[src/rtl/display_source_scheduler.sv]
// display_source_scheduler
//   Chooses which 32-bit debug value drives the seven-segment display
//   controller. N_SRC sources share the display through debounced button
//   stepping or timed auto-rotation; a hold channel can freeze one captured
//   value on screen, and takes priority over stepping.
// Ports
//   clk           system clock, all logic on posedge
//   rst           synchronous active-high reset
//   src_data      packed sources, source i at [32*i+31 : 32*i]
//   src_valid     per-source eligibility for display
//   btn_next      raw step button, active high
//   auto_en       enables timed rotation
//   hold_req      level request for the hold channel
//   hold_data     value captured on hold grant
//   hold_ack      one-cycle pulse on hold grant
//   number        registered value for the display controller
//   cur_src       index of the source currently shown
//   showing_hold  high while the captured hold value is on screen
module display_source_scheduler #(
    parameter int N_SRC          = 4,
    parameter int SEL_W          = 2,
    parameter int ROTATE_TICKS   = 100_000_000,
    parameter int DEBOUNCE_TICKS = 1_000_000
) (
    input  logic                 clk,
    input  logic                 rst,
    input  logic [N_SRC*32-1:0]  src_data,
    input  logic [N_SRC-1:0]     src_valid,
    input  logic                 btn_next,
    input  logic                 auto_en,
    input  logic                 hold_req,
    input  logic [31:0]          hold_data,
    output logic                 hold_ack,
    output logic [31:0]          number,
    output logic [SEL_W-1:0]     cur_src,
    output logic                 showing_hold
);

    localparam int ROT_W = (ROTATE_TICKS > 1) ? $clog2(ROTATE_TICKS) : 1;
    localparam int DB_W  = $clog2(DEBOUNCE_TICKS + 1);

    typedef enum logic {SHOW, HOLD} state_t;

    state_t             state_q, state_d;
    logic [DB_W-1:0]    db_cnt;
    logic               db_level;
    logic               db_flip, man_step, auto_step, do_step;
    logic [ROT_W-1:0]   rot_cnt, rot_d;
    logic [31:0]        sel_data, shown_data, number_d;
    logic [SEL_W-1:0]   next_idx, cur_src_d;
    logic [SEL_W:0]     cand;
    logic               found, hold_ack_d;

    // ---------------- debounce ----------------
    // The level flips on the DEBOUNCE_TICKS-th consecutive disagreeing sample;
    // a manual step is that flip when it goes low->high.
    assign db_flip  = (btn_next != db_level) && (db_cnt == DB_W'(DEBOUNCE_TICKS - 1));
    assign man_step = db_flip && !db_level;

    always_ff @(posedge clk) begin
        if (rst) begin
            db_level <= 1'b0;
            db_cnt   <= '0;
        end else if (btn_next == db_level) begin
            db_cnt   <= '0;
        end else if (db_flip) begin
            db_level <= ~db_level;
            db_cnt   <= '0;
        end else begin
            db_cnt   <= db_cnt + 1'b1;
        end
    end

    // ---------------- source mux / step search ----------------
    always_comb begin
        sel_data = '0;
        for (int i = 0; i < N_SRC; i++)
            if (cur_src == SEL_W'(i)) sel_data = src_data[32*i +: 32];
    end

    assign shown_data = src_valid[cur_src] ? sel_data : 32'h0;

    // First valid index after cur_src, wrapping; cur_src itself when none.
    always_comb begin
        next_idx = cur_src;
        found    = 1'b0;
        cand     = '0;
        for (int k = 1; k < N_SRC; k++) begin
            cand = {1'b0, cur_src} + (SEL_W+1)'(k);
            if (cand >= (SEL_W+1)'(N_SRC)) cand = cand - (SEL_W+1)'(N_SRC);
            if (!found && src_valid[cand[SEL_W-1:0]]) begin
                next_idx = cand[SEL_W-1:0];
                found    = 1'b1;
            end
        end
    end

    assign auto_step = (state_q == SHOW) && auto_en && (rot_cnt == ROT_W'(ROTATE_TICKS - 1));
    // A hold request in the same cycle swallows any step; manual+auto collapse to one.
    assign do_step   = (state_q == SHOW) && !hold_req && (man_step || auto_step);

    // ---------------- FSM: state register ----------------
    always_ff @(posedge clk) begin
        if (rst) state_q <= SHOW;
        else     state_q <= state_d;
    end

    // ---------------- FSM: next state ----------------
    always_comb begin
        state_d = state_q;
        case (state_q)
            SHOW:    if (hold_req)  state_d = HOLD;
            HOLD:    if (!hold_req) state_d = SHOW;
            default: state_d = SHOW;
        endcase
    end

    // ---------------- FSM: outputs / datapath next values ----------------
    always_comb begin
        number_d   = number;
        cur_src_d  = cur_src;
        hold_ack_d = 1'b0;
        rot_d      = rot_cnt;
        case (state_q)
            SHOW: begin
                if (!auto_en || man_step || auto_step) rot_d = '0;
                else                                   rot_d = rot_cnt + 1'b1;
                if (hold_req) begin
                    number_d   = hold_data;
                    hold_ack_d = 1'b1;
                end else begin
                    number_d = shown_data;
                    if (do_step) cur_src_d = next_idx;
                end
            end
            HOLD: begin
                // number and rot_cnt stay frozen until release
                if (!hold_req) begin
                    rot_d    = '0;
                    number_d = shown_data;
                end
            end
            default: ;
        endcase
    end

    always_ff @(posedge clk) begin
        if (rst) begin
            number   <= '0;
            cur_src  <= '0;
            hold_ack <= 1'b0;
            rot_cnt  <= '0;
        end else begin
            number   <= number_d;
            cur_src  <= cur_src_d;
            hold_ack <= hold_ack_d;
            rot_cnt  <= rot_d;
        end
    end

    assign showing_hold = (state_q == HOLD);

endmodule

[config.mk]
export PLATFORM = sky130hd
export DESIGN_NAME = display_source_scheduler
export DESIGN_NICKNAME = d
export VERILOG_FILES = /design/src/rtl/display_source_scheduler.sv
export SDC_FILE = /design/constraint.sdc
export NUM_CORES = 1
export LEC_CHECK = 0
export ABC_CLOCK_PERIOD_IN_PS = 6600
export CAP_MARGIN = 40
export CORE_MARGIN = 5
export CORE_UTILIZATION = 47
export CTS_CLUSTER_DIAMETER = 100
export CTS_CLUSTER_SIZE = 40
export DETAILED_ROUTE_END_ITERATION = 6
export MAX_ROUTING_LAYER = met4
export PLACE_DENSITY = 0.95
export SLEW_MARGIN = 30
export SYNTH_ARGS = -nofsm -noshare
export SYNTH_HDL_FRONTEND = slang
export SYNTH_SLANG_ARGS = --single-unit
[constraint.sdc]
create_clock -name clk -period 6.6 [get_ports clk]
set_clock_uncertainty 0.15 [all_clocks]
set_input_delay 0.99 -clock clk [delete_from_list [all_inputs] [get_ports clk]]
set_output_delay 0.99 -clock clk [all_outputs]
set_load 0.03 [all_outputs]
# == Word-level counts from Yosys, hierarchy flattened ==
# Cells that the tools add are included.
# word_totals
register_bits,84
in_bits,169
output_inout_bits,36
elab_cells,84
# op_classes
add_sub_neg,8
n_lt_le_gt_ge,7
n_eq_ne,8
mux,28
bitwise_logic,4
n_reduce_logical,22
# ops
operator,n
two-way mux 32 bit,7
case mux 32 bit (2 select lines),1
two-way mux 27 bit,2
case mux 27 bit (2 select lines),1
"adder 27 x 1 -> 27 bit, second input constant",1
"equality test 27 bit, second input constant",1
"adder 20 x 1 -> 20 bit, second input constant",1
"equality test 20 bit, second input constant",1
"less-than comparator 2 x 3 -> 1 bit, second input constant",4
two-way mux 2 bit,6
"greater-or-equal comparator 3 bit, second input constant",3
binary-select mux 1 bit (select 2 bit),4
logical AND 1 bit,8
two-way mux 1 bit,7
"adder 2 x 2 -> 3 bit, second input constant",2
"subtractor 2 x 1 -> 2 bit, second input constant",3
zero test 1 bit,5
"equality test 2 bit, second input constant",2
NOT 1 bit,4
AND reduction 4 bit,1
"adder 2 x 1 -> 3 bit, second input constant",1
logical OR 1 bit,3
nonzero test 3 bit,1
OR reduction 3 bit,1
other kinds (7),7

# == Depth between registers and ports, before layout ==
# Gate-level depths: netlist (run 1).
# depth
depth_word,13
depth_mapped,10
ltp_nobuf,8

# == Worst setup path before layout (run 1) ==
# Ideal clock, no wire load.
# synth_timing
kind,input to register
from,input port auto_en
to,register rot_cnt[2]
setup_time_ps,115
t_arrival_ps,2263
required_time_ps,6335
path_slack_ps,4073
cell_stages,7
path_buffers,1
cell_sequence,nor2b_1 -> and4_1 -> nand3_1 -> and4b_1 -> buf_2 -> and2_1 -> o21a_1
# synth_between
elab_chain_cells,5
elab_cells_between_ends,7
classes_between,mux: 2; reduce/logical: 5
# synth_lines
item,line_no,rtl
start: declaration,30,"input logic auto_en,"
zero test 1 bit / logical AND 1 bit (equally long branches),"126, 98",
logical OR 1 bit / logical AND 1 bit (equally long branches),"126, 98",
logical OR 1 bit (*),126,if (!auto_en || man_step || auto_step) rot_d = '0;
two-way mux 27 bit (*),126,
case mux 27 bit (2 select lines) (*),124,case (state_q)
end signal: assignment,157,rot_cnt <= rot_d;
end: declaration,48,"logic [ROT_W-1:0] rot_cnt, rot_d;"
# Every way passes the cells marked *; elsewhere a longest branch is shown, timed or not.
# A chain may end at the register's enable or synchronous reset.

# == Final worst setup path (run 1) ==
# layout_timing
from,register state_q (netlist: showing_hold)
to,output port showing_hold
# layout_rtl
item,line_no,rtl
start: declaration,44,"state_t state_q, state_d;"
start signal: assignment,105,else state_q <= state_d;
end: declaration,36,output logic showing_hold
# No word-level cell between the ends.

==> impl_metrics.tcl, run 1 <==
set metrics [dict create \
    status "completed" \
    synthArstFlopShare 0 \
    finalHoldViolCount 0 \
    die_area_sq_um 13000 \
    rsz0062_at_grt "no" \
    syn_nets 800 \
    worstSetupStartpointType "flip-flop" \
    fin_ws_ns 3.49 \
    portBuffers 204 \
    holdCritPathClass "reg -> reg" \
    globalRouteTotalUtil 0.254 \
    hold_ws_ns 0.336 \
    drt_iter0_markers 321 \
    critPathArrivalTime_ns 1.97 \
    grt_overflow 0 \
    ys.flop_type "dfxtp_1" \
    placed_cells 928 \
    antenna_cells 0 \
    via_count 5535 \
    avgSynthCellArea_sq_um 8.13 \
    clock-root-buffer "clkbuf_8" \
    cts_tree "done" \
    p_per_area_nw_per_um2 156 \
    synth-edff-count 0 \
    cts_buffers 9 \
    h-tree-depth 3 \
    worstPathRequired_ns 5.46 \
    grt_pass1_wl_mm 25.8 \
    p_leak_nw 2.58 \
    drv_cap 0 \
    post_cts_buffers 0 \
    ys_types 50 \
    start_util 0.475 \
    hold_buffers 0 \
    dpl_cell_area_sq_um 7200 \
    crit_fanout 40 \
    wl_per_cell_microns 17.9 \
    stdcell_area_sq_um 7400 \
    ys_seq_area_frac 0.331 \
    core_sq_um 10700 \
    yosysWarnings 0 \
    fin_crit_sh 0.472 \
    antenna_found_initial 0 \
    clock-sinks 84 \
    dr.pass1.iters 5 \
    gp_congestion 0.843 \
    fmax_ghz 0.321 \
    slew-limit-headroom 0.497 \
    fin_crit_ns 3.11 \
    fin_tns_setup_ns 0 \
    worstSetupPathType "reg -> out" \
    final_max_slew_viol_count 0 \
    total_power_mw 1.16 \
    setup_violations 0 \
    synthesis.area_sq_um 5080 \
    post_cts_resized 0 \
    post_route_cells_drive_above_1_share 0.0859 \
    end_kind "primary output" \
    synth_cells 625 \
    vdd_ir_drop_max_mv 0.122 \
    io_pins 205 \
    fin_cells 943 \
    rows 38 \
    clockBufferDepth 2 \
    ant_nets 0 \
    vias_per_cell 5.87 \
    nets 974 \
    drc_errors 0 \
    fin_util 0.692 \
    grt_max_degree 65 \
    die_w_microns 114 \
    place.detailed.hpwl_mm 12.6 \
    clk_pin_slew_ns 0.09 \
    area_growth_pct 45.6 \
    ys_ff_latch 84 \
    place_ws_ns 3.24 \
    grt_pass1_vias 5306 \
    worst_pin_slew_ns 0.754 \
    die_h_microns 114 \
    drt-total-wl_mm 16.8 \
    insertion_delay_ns 0.36 \
]
## cells in the final DEF, fill, tap and decap left out, types with 8 or more instances in the layout
cell type	count
a21oi_1	14
nor2b_1	38
mux2_2	34
inv_1	8
o31ai_1	32
and3_1	9
nor2_1	66
xnor2_1	8
a221oi_1	31
a31oi_1	10
nand2_1	67
o21ai_0	18
dfxtp_1	83
xor2_1	12
clkdlybuf4s50_1	204
clkbuf_8	10
a22oi_1	32
nand3_1	29
or3_1	10
## report_power, final
| part | total, mW | switching (mW) | internal (mW) |
|---|---|---|---|
| clock network | 0.376 | 0.191 | 0.184 |
| registers | 0.533 | 0.0106 | 0.522 |
| logic | 0.247 | 0.0982 | 0.149 |
## layout make-up
type	instances	area, sq um
inverter	8	30.0
tap	140	175
timing repair buffer	212	2110
clock buffer	10	138
sequential	84	1680
multi-input combinational	484	3200
fill	818	3300
clock inverter	5	62.6
## cell usage after synthesis, drive strengths merged (2+ instances only)
cell	number	area [sq um]
or3	10	62.6
nand4b	2	17.5
nand3	29	145
a31oi	10	62.6
o21a	4	30.0
nor2b	40	250
nand4bb	2	27.5
inv	8	30.0
ha	6	75.1
a221oi	31	272
nor2	66	248
mux4	2	45.0
mux2	34	383
or4b	3	33.8
xnor2	8	70.1
and4	4	35.0
nor3	4	20.0
buf	7	31.3
and2	5	31.3
a21oi	14	70.1
and3	9	56.3
o211ai	2	15.0
dfxtp	84	1680
nand2	67	251
nor4	6	52.6
a211oi	2	15.0
mux2i	5	50.1
o31ai	32	240
a21o	7	52.6
nand4	7	43.8
xor2	12	105
o21ai	18	90.1
clkbuf	42	158
a22oi	32	240
## state kept, by name, indices dropped and copies added (netlist names)
register	cells
cur_src	2
db_cnt	20
db_level	1
hold_ack	1
number	32
rot_cnt	27
showing_hold	1
## worst max-delay path: stages (launching register included)
cell and delay [ns]:
dfxtp_2 0.36, buf_4 0.45, clkdlybuf4s50_1 0.78
## cells by family (layout without fill, tap and decap cells)
| family | count (synthesis) | count (layout) | share of synthesized area |
|---|---|---|---|
| AO/OA/AOI/OAI | 158 | 158 | 0.224 |
| adder cells (fa/ha/maj) | 6 | 6 | 0.0148 |
| buffers and inverters | 57 | 235 | 0.0431 |
| XOR/XNOR | 20 | 20 | 0.0345 |
| multiplexers | 41 | 41 | 0.0940 |
| flip-flops | 84 | 84 | 0.331 |
| AND/OR/NAND/NOR | 259 | 259 | 0.259 |
## metal layers
layer	routed length, microns	share of wire	up-vias	GRT usage
li1	-	-	2644	-
met4	497	0.030	0	0.109
met2	8430	0.50	248	0.423
met3	1110	0.066	44	0.0377
met5	0	0	-	-
met1	6800	0.40	2599	0.305
## final timing paths
kind                            startpoint  slack, ns                  endpoint  cells past startpoint
setup / recovery   showing_hold$_SDFF_PP0_       3.49              showing_hold                      2
hold reg to reg   rot_cnt[16]$_SDFFE_PP0P_       0.34  rot_cnt[16]$_SDFFE_PP0P_                      1
hold / removal    rot_cnt[16]$_SDFFE_PP0P_       0.34  rot_cnt[16]$_SDFFE_PP0P_                      1
setup reg to reg   cur_src[0]$_SDFFE_PP0P_       3.80   number[22]$_SDFFE_PP0P_                      8
Power figures use the tool's default switching activity.
==> run 2: changes to the inputs <==
--- a/config.mk
+++ b/config.mk
@@ -5,15 +5,15 @@
 export SDC_FILE = /design/constraint.sdc
 export NUM_CORES = 1
 export LEC_CHECK = 0
-export ABC_CLOCK_PERIOD_IN_PS = 6600
+export ABC_CLOCK_PERIOD_IN_PS = 2900
 export CAP_MARGIN = 40
 export CORE_MARGIN = 5
-export CORE_UTILIZATION = 47
+export CORE_UTILIZATION = 44
 export CTS_CLUSTER_DIAMETER = 100
 export CTS_CLUSTER_SIZE = 40
 export DETAILED_ROUTE_END_ITERATION = 6
 export MAX_ROUTING_LAYER = met4
-export PLACE_DENSITY = 0.95
+export PLACE_DENSITY = 0.92
 export SLEW_MARGIN = 30
 export SYNTH_ARGS = -nofsm -noshare
 export SYNTH_HDL_FRONTEND = slang
==> constraint.sdc (replaced) <==
create_clock -name clk -period 2.9 [get_ports clk]
set_clock_uncertainty 0.15 [all_clocks]
set_input_delay 0.435 -clock clk [delete_from_list [all_inputs] [get_ports clk]]
set_output_delay 0.435 -clock clk [all_outputs]
set_load 0.03 [all_outputs]
==> run 2 against run 1 <==
Sequential power up 130%. Worst hold slack got worse by 0.020 ns. Critical path depth increased by 4. Core utilization shrank 2.8 points. Register-to-register slack worse by 3.5 ns. Critical path type is now reg -> reg. Largest cell class unchanged. Largest power group unchanged.
==> impl_metrics.tcl, run 2 (synthesis results as in run 1) <==
set metrics [dict create \
    fin_crit_sh 0.906 \
    grt_pass1_wl_mm 26.4 \
    globalRouteTotalUtil 0.237 \
    clock-root-buffer "clkbuf_16" \
    grt_overflow 0 \
    crit_family "simple AND/OR/NAND/NOR gates" \
    area_growth_pct 48.5 \
    worstSetupStartpointType "flip-flop" \
    post_cts_resized 0 \
    p_leak_nw 2.66 \
    io_pins 205 \
    hold_buffers 0 \
    start_util 0.447 \
    post_cts_buffers 0 \
    cts_tree "done" \
    gp_congestion 0.899 \
    grt_max_degree 43 \
    rows 39 \
    antenna_found_initial 0 \
    p_per_area_nw_per_um2 381 \
    slew-limit-headroom 0.501 \
    drc_errors 0 \
    h-tree-depth 3 \
    antenna_cells 0 \
    via_count 5425 \
    largest_reg_flops 32 \
    clockBufferDepth 2 \
    wl_per_cell_microns 17.3 \
    post_route_cells_drive_above_1_share 0.0937 \
    end_kind "flip-flop" \
    core_sq_um 11400 \
    drt-total-wl_mm 16.5 \
    vias_per_cell 5.69 \
    critPathMaxStageDelay_ns 0.54 \
    drt_iter0_markers 491 \
    final_cell_mix "204 x clkdlybuf4s50_1, 83 x dfxtp_1, 67 x nand2_1" \
    path_depth 6 \
    vdd_ir_drop_max_mv 0.286 \
    worstPathRequired_ns 2.98 \
    grt_pass1_vias 5195 \
    crit_path_top_delay_cell "or4b_4" \
    die_w_microns 117 \
    rsz0062_at_grt "no" \
    portBuffers 204 \
    status "completed" \
    worstSetupPathType "reg -> reg" \
    fin_crit_ns 2.63 \
    worstRegToRegCells 6 \
    critPathArrivalTime_ns 2.71 \
    cts_buffers 9 \
    setup_violations 0 \
    reg_top3 "number x32, rot_cnt x27, db_cnt x20" \
    fmax_ghz 0.381 \
    die_h_microns 117 \
    crit_path_cell_trace "or4b_4 -> nor4_4 -> nand4bb_2 -> and4b_1 -> and2_1 -> o21a_1" \
    holdCritPathClass "reg -> reg" \
    top_register "number" \
    final_common_cell "clkdlybuf4s50_1" \
    final_max_slew_viol_count 0 \
    clk_pin_slew_ns 0.07 \
    fin_tns_setup_ns 0 \
    dr.pass1.iters 5 \
    drv_cap 0 \
    crit_fanout 21 \
    ant_nets 0 \
    place.detailed.hpwl_mm 12.7 \
    worst-path-buf-inv 0 \
    insertion_delay_ns 0.33 \
    worst_pin_slew_ns 0.748 \
    whs_path_depth 1 \
    finalHoldViolCount 0 \
    nets 983 \
    clock-sinks 84 \
    hold_ws_ns 0.316 \
    die_area_sq_um 13800 \
]
[run 2: changes by cell type in the layout (fill, tap and decap cells not counted), moves of 2 or more]
cell,delta
clkbuf_16,+9
clkbuf_8,-10
buf_4,+9
clkinv_4,-2
[run 2: report_power, final]
part	internal [mW]	total (mW)	switching [mW]	leakage [nW]
sequential	1.19	1.21	0.0228	0.684
clock	0.657	1.10	0.443	0.127
combinational	0.340	0.562	0.221	1.85
total	2.19	2.87	0.687	2.66
[run 2: layout make-up]
type	instances	area [sq um]
Fill cell	914	3820
Multi-Input combinational cell	484	3190
Timing Repair Buffer	221	2180
Sequential cell	84	1680
Clock buffer	10	229
Tap cell	143	179
Clock inverter	4	52.6
Inverter	8	30.0
[run 2: path summary, 6_finish.rpt]
| kind | startpoint | endpoint | slack (ns) |
|---|---|---|---|
| min | db_cnt[0]$_SDFF_PP0_ | db_cnt[0]$_SDFF_PP0_ | 0.32 |
| max | db_cnt[7]$_SDFF_PP0_ | rot_cnt[2]$_SDFFE_PP0P_ | 0.27 |
| min reg2reg | db_cnt[0]$_SDFF_PP0_ | db_cnt[0]$_SDFF_PP0_ | 0.32 |
| max reg2reg | db_cnt[7]$_SDFF_PP0_ | rot_cnt[2]$_SDFFE_PP0P_ | 0.27 |
[run 2: layer usage]
layer  wire, microns  GRT usage
met1            6720      0.272
met2            8570      0.423
met3             875     0.0442
met4             342     0.0602
met5               0          -
[run 2: metrics by stage]
step / instance area, sq um / total power [mW] / setup WS (ns) / utilization / instances
4_1_cts: 7550 / 2.91 / 0.295 / 0.664 / 954
6_report: 7550 / 2.87 / 0.273 / 0.664 / 954
5_1_grt: 7550 / 2.99 / 0.131 / 0.664 / 954
3_3_place_gp: 7270 / 1.79 / 0.349 / 0.639 / 940
3_5_place_dp: 7270 / 1.80 / 0.319 / 0.639 / 940
2_1_floorplan: 5080 / 1.46 / 0.456 / - / 625
[run 2: worst register-to-register path: cells and delay by family (launching register included)]
kind               cells  cell delay [ns]
and+or+nand+nor        5             1.85
DFF                    1             0.36
AOI/OAI and AO/OA      1             0.16
==> run 3: changes to the inputs <==
--- a/config.mk
+++ b/config.mk
@@ -5,7 +5,6 @@
 export SDC_FILE = /design/constraint.sdc
 export NUM_CORES = 1
 export LEC_CHECK = 0
-export ABC_CLOCK_PERIOD_IN_PS = 2900
 export CAP_MARGIN = 40
 export CORE_MARGIN = 5
 export CORE_UTILIZATION = 44
==> results of run 3 <==
No change in the layout: final DEF, timing and power equal those of run 2.
==> RTL change 1, RTL diff (config.mk and constraints of run 2) <==
Set the parameter `DEBOUNCE_TICKS` to 2_000_000 (it was 1_000_000).
--- a/src/rtl/display_source_scheduler.sv
+++ b/src/rtl/display_source_scheduler.sv
@@ -20,7 +20,7 @@
     parameter int N_SRC          = 4,
     parameter int SEL_W          = 2,
     parameter int ROTATE_TICKS   = 100_000_000,
-    parameter int DEBOUNCE_TICKS = 1_000_000
+    parameter int DEBOUNCE_TICKS = 2_000_000
 ) (
     input  logic                 clk,
     input  logic                 rst,
Behaviour: same outputs for any inputs over 4 cycles, from zero or initial values and one cycle with rst high; that may be too few to reach the edited logic, so the function may still have changed.
==> RTL change 1 against run 2 <==
Via count up 6.9%. Synthesized area up 3.4%. Cell count up 2.5%. Count of clock-buffer cells in the layout grew 2. Total power up 4.3%. Sequential cell count increased by 1. Setup slack improved by 49 ps. Utilization shrank 0.47 points. Routed wire length up 11%. Clock power is 10% higher. Design area grew 3.6%. Critical endpoint is now rot_cnt[17]$_SDFFE_PP0P_. Largest power group unchanged. Highest routed layer unchanged.
==> RTL change 1: results <==
group,metric,value,unit
run_status,status,"finished clean",
logic_synthesis,synth_cell_types,54,
detailed_routing,totalWireLength,18300,um
detailed_routing,viasPerCell,5.93,
cells_and_area,n_all_buffers,230,
detailed_routing,dr_wl_met2,9100,um
placed_design,dp_slack,161,ps
placed_design,placed_area,7510,sq um
worst_setup_path,critPathArrivalTime,2630,ps
pwr,comb_power,0.564,mW
cells_and_area,n_clock_buffer,12,
pwr,p_sw,0.703,mW
worst_setup_path,cp_max_fo,18,
logic_synthesis,synthTopCellsByArea,"dfxtp_1 (32%), mux2_2 (7.7%), a221oi_1 (5.2%)",
detailed_routing,wl_met3,1550,um
global_route,global_route.usage.met2,42.8,%
placed_design,place.gp.congestion,0.913,
logic_synthesis,ys_top_cells_by_count,"dfxtp_1 (85), nor2_1 (71), nand2_1 (65)",
cells_and_area,diodes,1,
logic_synthesis,syn_nets,811,
detailed_routing,drtIter0Drc,483,
pwr,totalPowerFinal,3.00,mW
cells_and_area,num-nonclk-inverters,9,
cells_and_area,num-nets-final,1000,
pwr,p_seq_share,40.8,%
cells_and_area,nFillCells,955,
cells_and_area,top_regs,"number: 32 flops, rot_cnt: 27 flops, db_cnt: 21 flops",
cells_and_area,seq_area,1700,sq um
global_route,grt_pass1_vias,5705,
worst_setup_path,ff2ff_setup_slack,320,ps
cells_and_area,seq_area_share,21.8,%
worst_setup_path,crit_path_max_incr_delay,590,ps
detailed_routing,m1WireLength,6980,um
cells_and_area,seq_cells,85,
pwr,leakage,2.66,nW
[RTL change 1: changes by cell type in the layout (fill, tap and decap cells not counted), moves of 5 or more]
cell / before / now
buf_4: 16 / 23
a21oi_1: 14 / 7
a21o_1: 7 / 0
nand4_1: 7 / 22
o21ai_0: 18 / 4
nand3_1: 29 / 19
o21ai_1: 0 / 6
or3_1: 10 / 4
nor2b_1: 38 / 33
o311ai_1: 0 / 7
a31oi_1: 10 / 5
nor2_1: 66 / 71
[RTL change 1: logic make-up (layout without fill, tap and decap cells)]
group                    count (synthesis)  after routing  share of synthesized area, %
AO/OA/AOI/OAI                          147            147                          21.9
XOR/XNOR                                24             24                          4.00
adder cells (fa/ha/maj)                  6              6                          1.43
buffers and inverters                   61            255                          4.69
flip-flops                              85             85                          32.4
multiplexers                            43             43                          9.55
other                                    0              1                             0
AND/OR/NAND/NOR                        270            270                          26.1
==> RTL change 2, RTL diff (config.mk and constraints of run 2) <==
Made on the original files. Add an input register stage for `btn_next`, with the module's reset; this delays it by one clock. The other inputs are not delayed to match.
--- a/src/rtl/display_source_scheduler.sv
+++ b/src/rtl/display_source_scheduler.sv
@@ -41,6 +41,16 @@
 
     typedef enum logic {SHOW, HOLD} state_t;
 
+    logic btn_next_q;
+
+    always_ff @(posedge clk) begin
+        if (rst) begin
+            btn_next_q <= '0;
+        end else begin
+            btn_next_q <= btn_next;
+        end
+    end
+
     state_t             state_q, state_d;
     logic [DB_W-1:0]    db_cnt;
     logic               db_level;
@@ -54,14 +64,14 @@
     // ---------------- debounce ----------------
     // The level flips on the DEBOUNCE_TICKS-th consecutive disagreeing sample;
     // a manual step is that flip when it goes low->high.
-    assign db_flip  = (btn_next != db_level) && (db_cnt == DB_W'(DEBOUNCE_TICKS - 1));
+    assign db_flip  = (btn_next_q != db_level) && (db_cnt == DB_W'(DEBOUNCE_TICKS - 1));
     assign man_step = db_flip && !db_level;
 
     always_ff @(posedge clk) begin
         if (rst) begin
             db_level <= 1'b0;
             db_cnt   <= '0;
-        end else if (btn_next == db_level) begin
+        end else if (btn_next_q == db_level) begin
             db_cnt   <= '0;
         end else if (db_flip) begin
             db_level <= ~db_level;
Function: no difference found for any inputs over 4 cycles, from zero or initial values and one cycle with rst high; that may be too few to reach the edited logic, so the function may still have changed.
==> RTL change 2 against run 2 <==
Routed wire length rose by 11%. Sequential share of layout area fell by 0.65 points. Design area rose by 4.2%. Cell count rose by 3.7%. Sequential cell count rose by 1. Total power rose by 5.9%. Critical path depth did not move. Setup slack improved by 200 ps. Synthesized area rose by 5.3%. Critical path type is now in -> reg.
==> RTL change 2: results <==
group,metric,value,unit
cells_and_area,drive_gt1_share,10.4,%
pwr,ir_drop,0.362,mV
detailed_routing,firstDrtPassIters,4,
detailed_routing,dr_wl_met2,8880,um
min_path,holdPathEnd,"hold_ack$_SDFF_PP0_",
detailed_routing,wl_met3,1350,um
pwr,leakage,2.71,nW
run_status,status,"finished clean",
worst_setup_path,critPathArrivalTime,2510,ps
timing,worst_pin_slew,762,ps
placed_design,place.gp.congestion,0.974,
logic_synthesis,synthTopCellsByArea,"dfxtp_1 (32%), mux2_2 (7.4%), nand2_1 (5.1%)",
clock_tree,cts_root_buf,"clkbuf_16",
global_route,grt_max_degree,65,
worst_setup_path,rr_endpoint,"rot_cnt[6]$_SDFFE_PP0P_",
min_path,hold_start,"showing_hold$_SDFF_PP0_",
cells_and_area,num-nets-final,1010,
detailed_routing,wl_per_cell,18.5,um
cells_and_area,stdcell_count,989,
global_route,antenna_found_initial,2,
logic_synthesis,syn_area_per_cell,8.23,sq um
clock_tree,postCtsHoldBufs,0,
worst_setup_path,worstSetupEndpoint,"cur_src[0]$_SDFFE_PP0P_",
detailed_routing,top_layer_used,"met4",
clock_tree,post_cts_resized,0,
min_path,worstHoldPathCells,1,
global_route,grt_pass1_vias,5618,
detailed_routing,drtIter0Drc,456,
placed_design,io_buffers,204,
logic_synthesis,synth_cell_types,62,
worst_setup_path,ff2ff_setup_slack,560,ps
logic_synthesis,syn_nets,825,
placed_design,post-dp-hpwl,13700,um
worst_setup_path,cp_max_fo,7,
logic_synthesis,async_flop_share,0,%
logic_synthesis,ys_warn_count,0,
global_route,grt_first_pass_wirelength,28700,um
worst_setup_path,crit_start,"src_valid[1]",
detailed_routing,m1WireLength,7290,um
clock_tree,clock_latency,340,ps
worst_setup_path,reg2reg_from,"db_cnt[12]$_SDFF_PP0_",
clock_tree,cts_buffers,9,
global_route,grtUsageTotal,25.6,%
logic_synthesis,synth-seq-area-share,31.8,%
placed_design,place_inst,971,
worst_setup_path,r2r_cells,5,
logic_synthesis,ys_top_cells_by_count,"dfxtp_1 (85), nand2_1 (73), nor2_1 (67)",
detailed_routing,viasPerCell,5.89,
clock_tree,clk_pin_slew,60,ps
-- RTL change 2: cell families after synthesis --
kind of cell             count (synthesis)  synth area share (%)
AND/OR/NAND/NOR                        275                  26.9
buffers and inverters                   62                  4.75
AO/OA/AOI/OAI                          154                  21.7
adder cells (fa/ha/maj)                  6                  1.40
flip-flops                              85                  31.8
multiplexers                            40                  8.86
XOR/XNOR                                28                  4.58
-- RTL change 2: per-layer routing --
layer / GRT usage [%] / up-vias
met5: - / -
met4: 11.6 / 0
met3: 6.45 / 52
met2: 41.6 / 258
met1: 29.9 / 2737
li1: - / 2775
-- RTL change 2: critical path: stages --
cell,delay (ps)
clkdlybuf4s50_1,560
mux2_2,200
o32ai_1,70
a2111oi_1,600
o221a_2,300
mux2_1,320
-- RTL change 2: through the flow --
step	cell area (sq um)	worst slack, ps	power (mW)	hold WS [ps]	utilization [%]
after floorplan	5350	527	1.47	276	-
after global placement	7530	242	1.80	289	62.9
after detailed placement	7540	129	1.81	302	63.0
after CTS	7860	492	3.07	310	65.7
after global routing	7870	321	3.16	340	65.8
final	7870	471	3.05	308	65.8
-- RTL change 2: area by class of cell --
type / instances / area, sq um
flip-flops and latches: 85 / 1700
well taps: 147 / 184
fillers: 905 / 4090
clock inverters: 4 / 70.1
multi-input cells: 503 / 3410
repair buffers: 223 / 2200
diodes: 2 / 5.00
inverters: 13 / 48.8
clock buffers: 12 / 256
-- RTL change 2: power breakdown --
part	switching (mW)	internal, mW
logic	0.227	0.341
registers	0.0191	1.20
clock network	0.458	0.799
